$ cat src/rtl/a_sync_pkg.sv
`timescale 1ns/1ps
`default_nettype none
// ============================================================================
// Package  : a_sync_pkg
// Purpose  : Shared types and constants for the clocked-to-async token source.
// Revision : 1.0 - initial release
// ============================================================================
package a_sync_pkg;

  // Token source FSM states
  typedef enum logic [1:0] {
    S_IDLE  = 2'd0,
    S_SETUP = 2'd1,
    S_REQ   = 2'd2,
    S_RTZ   = 2'd3
  } a_src_state_t;

  // Width of the completed-token counter
  localparam int SENT_W = 16;

  // Counter width able to hold values 0..v-1, never less than one bit
  function automatic int cnt_width(input int v);
    return (v > 1) ? $clog2(v) : 1;
  endfunction

endpackage
`default_nettype wire

$ cat src/rtl/a_sync_fifo.sv
`timescale 1ns/1ps
`default_nettype none
// ============================================================================
// Module   : a_sync_fifo
// Purpose  : Small synchronous FIFO, flop array, head word combinationally
//            visible on dout. Pointers carry one extra wrap bit so that
//            full and empty are distinguished by the MSB compare.
// Revision : 1.0 - initial release
// ============================================================================
module a_sync_fifo #(
  parameter int N     = 1,
  parameter int DEPTH = 4
) (
  input  logic         clk,
  input  logic         rst,
  input  logic         push,
  input  logic [N-1:0] din,
  output logic         full,
  input  logic         pop,
  output logic [N-1:0] dout,
  output logic         empty
);

  localparam int AW = $clog2(DEPTH);

  logic [N-1:0] r_mem [DEPTH];
  logic [AW:0]  r_wptr;
  logic [AW:0]  r_rptr;
  logic         w_push;
  logic         w_pop;

  // Refuse writes when full and reads when empty regardless of the caller
  assign w_push = push & ~full;
  assign w_pop  = pop  & ~empty;

  assign empty = (r_wptr == r_rptr);
  assign full  = (r_wptr[AW] != r_rptr[AW]) &&
                 (r_wptr[AW-1:0] == r_rptr[AW-1:0]);
  assign dout  = r_mem[r_rptr[AW-1:0]];

  // Storage array; contents need no reset because empty masks them
  always_ff @(posedge clk) begin
    if (w_push) begin
      r_mem[r_wptr[AW-1:0]] <= din;
    end
  end

  // Read/write pointers with wrap bit
  always_ff @(posedge clk) begin
    if (rst) begin
      r_wptr <= '0;
      r_rptr <= '0;
    end else begin
      if (w_push) r_wptr <= r_wptr + 1'b1;
      if (w_pop)  r_rptr <= r_rptr + 1'b1;
    end
  end

endmodule
`default_nettype wire

$ cat src/rtl/a_sync_src.sv
`timescale 1ns/1ps
`default_nettype none
// ============================================================================
// Module   : a_sync_src
// Purpose  : Clocked valid/ready to 4-phase bundled-data bridge. Words are
//            buffered in a FIFO and launched as r_o/d_o tokens; the async
//            acknowledge a_o is synchronised before the FSM looks at it.
// Revision : 1.0 - initial release
// ============================================================================
module a_sync_src
  import a_sync_pkg::*;
#(
  parameter int   N         = 1,
  parameter logic Rpol      = 1'b0,
  parameter int   DEPTH     = 4,
  parameter int   SETUP_CYC = 1,
  parameter int   SYNC_FF   = 2
) (
  input  logic              clk,
  input  logic              rst,
  input  logic              in_valid,
  output logic              in_ready,
  input  logic [N-1:0]      in_data,
  output logic              r_o,
  input  logic              a_o,
  output logic [N-1:0]      d_o,
  output logic              busy,
  output logic [SENT_W-1:0] sent
);

  localparam int               CNT_W    = cnt_width(SETUP_CYC);
  localparam logic [CNT_W-1:0] CNT_LOAD = CNT_W'(SETUP_CYC - 1);

  // FIFO interface
  logic         w_push;
  logic         w_pop;
  logic         w_full;
  logic         w_empty;
  logic [N-1:0] w_head;

  // Synchroniser and FSM registers
  logic [SYNC_FF-1:0] r_sync;
  logic               w_a_s;
  a_src_state_t       r_state;
  a_src_state_t       w_state_nxt;
  logic               r_ro;
  logic               w_ro_nxt;
  logic [N-1:0]       r_do;
  logic [N-1:0]       w_do_nxt;
  logic [CNT_W-1:0]   r_cnt;
  logic [CNT_W-1:0]   w_cnt_nxt;
  logic [SENT_W-1:0]  r_sent;
  logic [SENT_W-1:0]  w_sent_nxt;

  // Held low during reset so the producer never sees a window to push into
  assign in_ready = ~rst & ~w_full;
  assign w_push   = in_valid & in_ready;

  a_sync_fifo #(
    .N     (N),
    .DEPTH (DEPTH)
  ) u_fifo (
    .clk   (clk),
    .rst   (rst),
    .push  (w_push),
    .din   (in_data),
    .full  (w_full),
    .pop   (w_pop),
    .dout  (w_head),
    .empty (w_empty)
  );

  // Bring the asynchronous acknowledge into the clk domain
  always_ff @(posedge clk) begin
    if (rst) begin
      r_sync <= {SYNC_FF{Rpol}};
    end else begin
      r_sync <= {r_sync[SYNC_FF-2:0], a_o};
    end
  end

  assign w_a_s = r_sync[SYNC_FF-1];

  // Next-state logic; d_o is only ever reloaded on entry to SETUP so the
  // bundled data is stable across the whole four-phase handshake
  always_comb begin
    w_state_nxt = r_state;
    w_ro_nxt    = r_ro;
    w_do_nxt    = r_do;
    w_cnt_nxt   = r_cnt;
    w_sent_nxt  = r_sent;
    w_pop       = 1'b0;
    case (r_state)
      S_IDLE: begin
        if (!w_empty) begin
          w_pop       = 1'b1;
          w_do_nxt    = w_head;
          w_cnt_nxt   = CNT_LOAD;
          w_state_nxt = S_SETUP;
        end
      end
      S_SETUP: begin
        if (r_cnt == '0) begin
          w_ro_nxt    = ~Rpol;
          w_state_nxt = S_REQ;
        end else begin
          w_cnt_nxt = r_cnt - 1'b1;
        end
      end
      S_REQ: begin
        if (w_a_s == ~Rpol) begin
          w_ro_nxt    = Rpol;
          w_state_nxt = S_RTZ;
        end
      end
      S_RTZ: begin
        if (w_a_s == Rpol) begin
          w_sent_nxt = r_sent + SENT_W'(1);
          if (!w_empty) begin
            w_pop       = 1'b1;
            w_do_nxt    = w_head;
            w_cnt_nxt   = CNT_LOAD;
            w_state_nxt = S_SETUP;
          end else begin
            w_state_nxt = S_IDLE;
          end
        end
      end
      default: begin
        w_state_nxt = S_IDLE;
      end
    endcase
  end

  // State and output registers; r_o comes straight from a flop so it is glitch-free
  always_ff @(posedge clk) begin
    if (rst) begin
      r_state <= S_IDLE;
      r_ro    <= Rpol;
      r_do    <= '0;
      r_cnt   <= '0;
      r_sent  <= '0;
    end else begin
      r_state <= w_state_nxt;
      r_ro    <= w_ro_nxt;
      r_do    <= w_do_nxt;
      r_cnt   <= w_cnt_nxt;
      r_sent  <= w_sent_nxt;
    end
  end

  assign r_o  = r_ro;
  assign d_o  = r_do;
  assign sent = r_sent;
  assign busy = (r_state != S_IDLE) | ~w_empty;

endmodule
`default_nettype wire

$ cat config.mk
export PLATFORM = sky130hd
export DESIGN_NAME = a_sync_src
export DESIGN_NICKNAME = d
export VERILOG_FILES = /design/src/rtl/a_sync_pkg.sv /design/src/rtl/a_sync_fifo.sv /design/src/rtl/a_sync_src.sv
export SDC_FILE = /design/constraint.sdc
export NUM_CORES = 1
export LEC_CHECK = 0
export BUFFER_PORTS_ARGS = -buffer_cell sky130_fd_sc_hd__buf_2
export CORE_ASPECT_RATIO = 1.5
export CORE_MARGIN = 2
export CORE_UTILIZATION = 40
export DETAILED_ROUTE_END_ITERATION = 8
export GPL_TIMING_DRIVEN = 0
export RECOVER_POWER = 100
export SLEW_MARGIN = 20
export SYNTH_ARGS = -nofsm -noshare
export SYNTH_HDL_FRONTEND = slang
export SYNTH_SLANG_ARGS = --single-unit
$ cat constraint.sdc
create_clock -name clk -period 2.16 [get_ports clk]
set_input_delay 0 -clock clk [delete_from_list [all_inputs] [get_ports clk]]
set_output_delay 0 -clock clk [all_outputs]
set_load 0.02 [all_outputs]
==> results.md <==
* Status: completed
* XOR/XNOR Fraction of Synth Area at 0.0938
* Cell with the largest stage delay on the worst path: dfxtp_1
* Resized Gates After CTS at 0
* Reg2reg path depth at 6
* Period utilisation layout at 0.863
* Layout area overhead at 14.1%
* Syn avg cell area at 9.73 µm²
* DRT antenna net count at 0
* P per Cell Area at 894 nW/µm²
* Reg2reg start: r_state[1]$_SDFFE_PP0P_
* CP Class: reg2reg
* RSZ-0062 raised after global routing: no
* Ys Warns at 0
* Post-route setup TNS at 0 ps
* Std-Cell Rows at 29
* Yosys top cell area share at 0.352
* Ant. Diodes at 0
* DRT Pass-1 Iters at 3
* Gr ovfl total at 0
* Total CTS buffers at 5
* CP Cell Sequence: ha_1 > clkbuf_2 > and2b_1 > nor2_1 > nor4b_1 > mux2_1
* Final slew viol count at 0
* Ys flop type: dfxtp_1
* Post-synth net total at 196
* Yosys cell types at 40
* Via-to-Cell Ratio at 5.06
* CP peak stage delay at 400 ps
* Longest Clk Path Bufs at 2
* Global-route wire length before repair at 5.58 mm
* Pre-CTS setup slack at 335 ps
* Worst Hold End: u_fifo.r_wptr[2]$_SDFFE_PP0P_
* Drt wl/cell at 12.5 µm
* Layout cell share with drive strength beyond 1 at 0.0791
* R2R Path End: u_fifo.r_rptr[2]$_SDFFE_PP0P_
* Mux share of post-synthesis cell area at 0.0788
* Layout Skew at 3.05 ps
* Fmax achieved at 536 MHz
* Post-synth EDFFs at 4
* Post-layout min period at 1860 ps
* Cell taking the most area after synthesis: dfxtp_1
* Largest net degree at the start of global routing at 12
* Initial antenna violation count at 0
* Max IR drop VDD at 610 µV
* # port buffers at 24
* Die area at 4960 µm²
* Worst hold start: in_valid
* Final nets at 229
* Startpoint types: flop
* Largest cells by area after synthesis: dfxtp_1 35%, ha_1 7.1%, edfxtp_1 6.8%, nor2_1 6.0%, xnor2_1 5.5%
* Synth Area in Simple Gates at 0.238
* Setup violations, final at 0
* Least-Margin Pin Slew at 534 ps
* Leak Pwr at 0.747 nW
* PnR worst setup slack at 295 ps
* Gr usage total at 0.146
* Die Wd at 58.2 µm
* Placed cells at 251
* Number of global-route vias before repair at 1305
* # IOs at 25
* Crit end category: flop
* DP Wirelength at 2.49 mm
* Slew margin rel. at 0.644
* Via Count at 1320
* Worst Path Required at 2330 ps
* Final Hold Fails at 0
* Htree depth at 2
* Ys async rst share at 0
* Crit path DAT at 2040 ps
* Clock Sink Count at 35
* Hold WC Path Type: in2reg
* Initial Util at 0.415
* Hold path depth at 4
* Commonest cells post-synth: 31 x dfxtp_1, 28 x nor2_1, 11 x xnor2_1
* Total Wirelength at 3.27 mm
* FF+latch count, synth at 35
* CTS tree: done
* Die Height at 85.3 µm
* Largest family of logic cells by synthesized area: simple AND/OR/NAND/NOR gates
* Core area at 4250 µm²
* Max Fanout on Critical Path at 7
* RD Place Congestion at 0.773
* Synth Area in Compound Gates at 0.0611
* Clock-pin slew on the worst setup and hold paths at 70 ps
* DR iter-0 viols at 28
* Most frequent cell after synthesis: dfxtp_1
* Synth Area in Adders at 0.0710
* Fill cells at 443
* Post-layout util at 0.474
* Root Buffer: clkbuf_8
* Post-synthesis cell area at 1760 µm²
* Worst skew pair latency at 280 ps
* Non-Filler Instances at 261
* Register area share after synthesis at 0.420
* Syn Inst Count at 181
* Post-CTS setup buffer count at 0
* Max Cap Viol at 0
* Reg-to-reg setup timing slack at 300 ps
* Drc violations at 0
==> cells by family (layout without fill, tap and decap cells) <==
family / count (synthesis) / count (layout)
simple gates: 77 / 77
flops: 35 / 35
xor+xnor: 18 / 18
buf+inv: 15 / 49
compound gates: 14 / 14
mux: 12 / 12
fa+ha+maj: 10 / 10
==> cell type report <==
cell class,instances,area [µm²],area share
Multi-Input combinational cell,131,932,0.464
Sequential cell,35,741,0.368
Timing Repair Buffer,26,115,0.0572
Clock buffer,5,68.8,0.0342
Tap cell,46,57.6,0.0286
Clock inverter,3,38.8,0.0193
Inverter,9,33.8,0.0168
Buffer,6,23.8,0.0118
==> worst max path at each step <==
stage / from / to
after floorplan: r_state[1]$_SDFFE_PP0P_ / u_fifo.r_rptr[2]$_SDFFE_PP0P_
final: r_state[1]$_SDFFE_PP0P_ / u_fifo.r_rptr[2]$_SDFFE_PP0P_
after CTS: r_state[1]$_SDFFE_PP0P_ / sent[15]$_SDFFE_PP0P_
after global routing: r_state[1]$_SDFFE_PP0P_ / u_fifo.r_rptr[2]$_SDFFE_PP0P_
after global placement: r_state[1]$_SDFFE_PP0P_ / sent[15]$_SDFFE_PP0P_
after detailed placement: r_state[1]$_SDFFE_PP0P_ / sent[15]$_SDFFE_PP0P_
==> sequential cells by signal, indices dropped and copies added, names as in the netlist, named ones only <==
| name | flops |
|---|---|
| r_state | 2 |
| u_fifo.r_mem | 4 |
| r_sync | 2 |
| r_cnt | 1 |
| u_fifo.r_rptr | 3 |
| u_fifo.r_wptr | 3 |
| d_o | 1 |
| r_o | 1 |
| sent | 16 |
==> report_power, final <==
group / switching (mW) / internal, mW / leakage [nW]
Sequential: 0.0547 / 0.715 / 0.288
Clock: 0.234 / 0.338 / 0.0556
Combinational: 0.258 / 0.197 / 0.403
Total: 0.547 / 1.25 / 0.747
==> per-layer routing <==
layer	track usage	share of wire	vias up
li1	-	-	691
met1	0.158	0.43	601
met2	0.257	0.51	22
met3	0.0412	0.039	6
met4	0.0634	0.016	0
met5	0	0	-
==> cell usage in the layout, fill, tap and decap left out, drive strengths merged, types with 2 or more instances in the layout <==
cell type / count
dfxtp: 31
clkbuf: 29
nor2: 28
xnor2: 12
nand2: 10
ha: 10
inv: 9
nor2b: 7
xor2: 6
nand4: 6
mux2i: 6
nor3: 6
buf: 6
and2: 5
a21oi: 5
mux2: 5
nand3: 4
edfxtp: 4
o31ai: 3
or4: 3
nor4: 2
dlygate4sd3: 2
clkinv: 2
==> critical path, delay by kind of cell, from the launching register on <==
| family | cells | cell delay [ps] |
|---|---|---|
| simple gates | 3 | 670 |
| flops | 1 | 400 |
| fa+ha+maj | 1 | 170 |
| buf+inv | 1 | 170 |
| mux | 1 | 350 |
==> stage by stage <==
stage / total power, mW / cell area, µm² / hold slack, ps
after floorplan: 1.19 / 1760 / 98.9
after global placement: 1.29 / 1940 / 221
after detailed placement: 1.30 / 1940 / 221
after CTS: 1.88 / 2070 / 79.1
after global routing: 1.92 / 2010 / 136
final: 1.80 / 2010 / 125
==> what timing repair did <==
item	CTS	global route
endpoints found under the hold margin	5	0
endpoints found under the setup margin	0	0
hold buffers	2	0
Note: power is estimated with default switching activity, not from simulation.
